==> src/rtl/ncl_pkg.sv <==
// Shared NCL types: FSM states, dual-rail pair encoding.
// Used by ncl_word_tx and ncl_sync based receivers.
package ncl_pkg;

  typedef enum logic [1:0] {
    IDLE = 2'd0,
    DATA = 2'd1,
    NULL = 2'd2
  } ncl_tx_state_t;

  typedef struct packed {
    logic t;
    logic f;
  } ncl_dr_t;

  localparam ncl_dr_t NCL_NULL = 2'b00;
  localparam ncl_dr_t NCL_D1   = 2'b10;
  localparam ncl_dr_t NCL_D0   = 2'b01;

  function automatic ncl_dr_t ncl_enc(input logic b);
    return b ? NCL_D1 : NCL_D0;
  endfunction

endpackage

==> src/rtl/ncl_sync.sv <==
// STAGES-deep flop synchronizer, async active-low reset.
// Ports: clk, rst_n, d_i (async in), q_o (synchronized out).
module ncl_sync #(
  parameter int STAGES = 2
) (
  input  logic clk,
  input  logic rst_n,
  input  logic d_i,
  output logic q_o
);

  logic [STAGES-1:0] sync_q;

  always_ff @(posedge clk or negedge rst_n) begin
    if (!rst_n) sync_q <= '0;
    else        sync_q <= {sync_q[STAGES-2:0], d_i};
  end

  assign q_o = sync_q[STAGES-1];

endmodule

==> src/rtl/ncl_word_tx.sv <==
// Sync-to-NCL transmitter: valid/ready words -> dual-rail DATA/NULL.
// Ports: clk, rst_n, in_valid/in_ready/in_data, tx_t/tx_f, ko, busy, err.
// Optional watchdog on DATA/NULL waits: define NCL_TX_WATCHDOG_EN.
module ncl_word_tx
  import ncl_pkg::*;
#(
  parameter int WIDTH       = 8,
  parameter int SYNC_STAGES = 2,
  parameter int TIMEOUT     = 255
) (
  input  logic             clk,
  input  logic             rst_n,
  input  logic             in_valid,
  output logic             in_ready,
  input  logic [WIDTH-1:0] in_data,
  output logic [WIDTH-1:0] tx_t,
  output logic [WIDTH-1:0] tx_f,
  input  logic             ko,
  output logic             busy,
  output logic             err
);

  ncl_tx_state_t state_q, state_d;
  ncl_dr_t [WIDTH-1:0] rail_q, rail_d;
  logic ko_s;

  ncl_sync #(.STAGES(SYNC_STAGES)) u_sync (
    .clk   (clk),
    .rst_n (rst_n),
    .d_i   (ko),
    .q_o   (ko_s)
  );

  assign in_ready = (state_q == IDLE) & ko_s;
  assign busy     = (state_q != IDLE);

  always_comb begin
    state_d = state_q;
    rail_d  = rail_q;
    unique case (state_q)
      IDLE: begin
        if (in_valid && ko_s) begin
          state_d = DATA;
          for (int i = 0; i < WIDTH; i++)
            rail_d[i] = ncl_enc(in_data[i]);
        end
      end
      DATA: begin
        if (!ko_s) begin
          state_d = NULL;
          for (int i = 0; i < WIDTH; i++)
            rail_d[i] = NCL_NULL;
        end
      end
      NULL: begin
        if (ko_s) state_d = IDLE;
      end
      default: begin
        state_d = IDLE;
        for (int i = 0; i < WIDTH; i++)
          rail_d[i] = NCL_NULL;
      end
    endcase
  end

  always_ff @(posedge clk or negedge rst_n) begin
    if (!rst_n) begin
      state_q <= IDLE;
      rail_q  <= '0;
    end else begin
      state_q <= state_d;
      rail_q  <= rail_d;
    end
  end

  for (genvar g = 0; g < WIDTH; g++) begin : g_rail
    assign tx_t[g] = rail_q[g].t;
    assign tx_f[g] = rail_q[g].f;
  end

`ifdef NCL_TX_WATCHDOG_EN
  localparam int CW = $clog2(TIMEOUT + 1);
  localparam logic [CW-1:0] TMAX = CW'(TIMEOUT);

  logic [CW-1:0] cnt_q, cnt_d;
  logic err_q, err_d;

  // Count wait cycles in DATA/NULL; restart on every state change.
  always_comb begin
    cnt_d = cnt_q;
    if (state_d != state_q)  cnt_d = '0;
    else if (busy && cnt_q != TMAX) cnt_d = cnt_q + 1'b1;
    err_d = err_q | (busy && cnt_d == TMAX);
  end

  always_ff @(posedge clk or negedge rst_n) begin
    if (!rst_n) begin
      cnt_q <= '0;
      err_q <= 1'b0;
    end else begin
      cnt_q <= cnt_d;
      err_q <= err_d;
    end
  end

  assign err = err_q;
`else
  assign err = 1'b0;
`endif

endmodule

==> config.mk <==
export PLATFORM = sky130hd
export DESIGN_NAME = ncl_word_tx
export DESIGN_NICKNAME = d
export VERILOG_FILES = /design/src/rtl/ncl_pkg.sv /design/src/rtl/ncl_sync.sv /design/src/rtl/ncl_word_tx.sv
export SDC_FILE = /design/constraint.sdc
export NUM_CORES = 1
export LEC_CHECK = 0
export ABC_AREA = 1
export BUFFER_PORTS_ARGS = -buffer_cell sky130_fd_sc_hd__buf_2
export CORE_MARGIN = 5
export CORE_UTILIZATION = 55
export CTS_BUF_LIST = sky130_fd_sc_hd__clkbuf_8
export DETAILED_ROUTE_END_ITERATION = 10
export HOLD_SLACK_MARGIN = 0.12
export PLACE_DENSITY_LB_ADDON = 0.15
export SLEW_MARGIN = 20
export SYNTH_ARGS = -nofsm -noshare
export SYNTH_HDL_FRONTEND = slang
export SYNTH_SLANG_ARGS = --single-unit
==> constraint.sdc <==
create_clock -name clk -period 2.6 [get_ports clk]
set_input_delay 0.13 -clock clk [delete_from_list [all_inputs] [get_ports clk]]
set_output_delay 0.13 -clock clk [all_outputs]
set_load 0.005 [all_outputs]
==> results.md <==
* Hold Fails Final Rpt at 0
* All-Layer GR Usage at 0.164
* Reg2Reg Depth at 4
* Max Clock Freq at 651 MHz
* Initial antenna violation count at 0
* Outcome: finished clean
* CP max FO at 18
* Fraction of registers with async set/reset at 1.00
* Syn_nets at 109
* Yosys top cell area share at 0.526
* P&R area growth vs syn at 19.3%
* Peak VDD IR at 0.000495 V
* Clock Root Buffer: clkbuf_8
* ANT nets after route at 0
* CP max-delay cell: dfrtp_1
* # diodes at 0
* Clock sink count at 20
* Clock latency on the worst-skew pair at 0.25 ns
* # H-tree levels at 1
* Crit-path max cell delay at 0.45 ns
* Critical Path AT at 1.41 ns
* Fin crit share at 0.591
* Synth Register Bits at 20
* Via density per instance at 5.31
* Hold Path Class: primary input to register
* Syn Inst Count at 97
* Clock buffer depth at 2
* Leading area contributor after synthesis: dfrtp_1
* NumNets Final at 137
* Hold bufs inserted after CTS at 2
* Setup TNS at 0 ns
* Post-DP Area at 1060 um^2
* GP Congestion at 0.775
* Family with the most delay on the worst path: simple AND/OR/NAND/NOR gates
* DR pass1 iterations at 4
* Min Hold Slack at 0.136 ns
* Max-slew violations at 0
* Min Tclk post-route at 1.54 ns
* Slew HR at 0.607
* Cells along the critical path: nor2_4 -> inv_1 -> nor2_1 -> buf_2
* WP data required at 2.47 ns
* Mapped Avg Cell Area at 9.82 um^2
* Initial core utilization at 0.564
* Yosys cell types at 15
* DRT iter0 DRCs at 18
* Pwr/cell area at 688 nW/um^2
* PortBufs at 29
* Drt wl/cell at 13.1 um
* Filler Cell Count at 141
* Synth area leaders: dfrtp_1, nand3_2, nand4_1
* Setup bufs post-CTS at 0
* Mapped Area at 952 um^2
* Design area at 1140 um^2
* First-pass GRT wire length at 3330 um
* Buffers and inverters on the worst path at 2
* Final Non-Filler Cells at 141
* CP Class: register to primary output
* Seq/Total Area, Yosys at 0.526
* Max_cap viols at 0
* CTS tree: yes
* Pin count of the biggest net entering global routing at 21
* # rows at 15
* WL final at 1850 um
* Post-synth top cells: dfrtp_1, nand2_1, nand4_1, inv_1, nand3_2
* Vias in the first global route at 731
* Register area at 500 um^2
* Vias post-DR at 749
* Die area at 2660 um^2
* Critical path endpoint category: primary output
* Synth Warn # at 0
* Hold Path Stages at 3
* Core Box Area at 1690 um^2
* Fraction of layout cells with a size suffix above 1 at 0.371
* Area of the multi-input gates at 353 um^2
* Worst clock skew at 0.000613 ns
* Num CTS Buffers at 3
* RSZ-0062 raised after global routing: no
* Post-CTS Resized at 0
* Leak at 0.650 nW
* Chip width at 51.6 um
* Slew @ Worst Pin at 0.589 ns
* DRC at 0
* IO Pins at 31
* Crit start category: register
* Final count of negative-setup-slack endpoints at 0
* DP HPWL at 1310 um
* Most frequent cell after synthesis: dfrtp_1
* Die Y at 51.6 um
* Dominant synthesized flop cell: dfrtp_1
* Cell count along the critical path at 4
* Post-synth EDFFs at 0
* Post-Place Cells at 135
* Clk pin slew, worst setup/hold paths at 0.07 ns
* Total grt overflow at 0
## cells by family after synthesis
logic type             share of synthesized area
DFF                                        0.526
other                                    0.00394
and+or+nand+nor                            0.361
buffers and inverters                      0.104
AOI/OAI and AO/OA                        0.00525
## power by group
group	internal, W	switching (W)
clock	0.000134	0.0000958
combinational	0.0000715	0.0000876
sequential	0.000358	0.0000343
## layout by cell type (no fill, tap or decap), drive strengths merged
cell type,instances
dfrtp,20
clkbuf,4
nand2,19
nand4,16
nand3,17
nor2,4
inv,11
buf,29
dlygate4sd3,2
a21oi,1
conb,1
## worst register-to-register path, delay by kind of cell (launching register included)
family        cells  cell delay [ns]
flops             1             0.72
simple gates      4             0.73
## state kept, by name, summed over array words and instances, names as in the netlist
register and cells:
tx_f 8, tx_t 8, state_q 2, u_sync.sync_q 2
## routing by layer
metal,up-vias,routed length [um],global-route usage
met5,-,0,0
met1,353,818,0.219
li1,375,-,-
met4,0,13,0.0524
met2,19,904,0.261
met3,2,113,0.0401
## path summary, 6_finish.rpt
path	from	slack [ns]	end
max in group asynchronous	rst_n	1.93	tx_t[2]
min	in_data[2]	0.14	tx_t[2]
max reg2reg	u_sync.sync_q[1]	1.09	tx_f[5]
min in group asynchronous	rst_n	0.36	tx_t[0]
max	state_q[0]	1.06	in_ready
min reg2reg	u_sync.sync_q[0]	0.35	u_sync.sync_q[1]
## stage by stage
stage / utilization / power (W) / worst slack (ns)
2_1_floorplan: - / 0.000489 / 1.49
3_3_place_gp: 0.628 / 0.000552 / 1.16
3_5_place_dp: 0.628 / 0.000558 / 1.10
4_1_cts: 0.673 / 0.000793 / 1.05
5_1_grt: 0.673 / 0.000831 / 0.916
6_report: 0.673 / 0.000781 / 1.06
## area by class of cell
class	instances	area share
Multi-Input combinational cell	58	0.311
Sequential cell	20	0.441
Clock buffer	4	0.0485
Inverter	11	0.0363
Tap cell	17	0.0187
Timing Repair Buffer	31	0.145
Power figures use the tool's default switching activity.
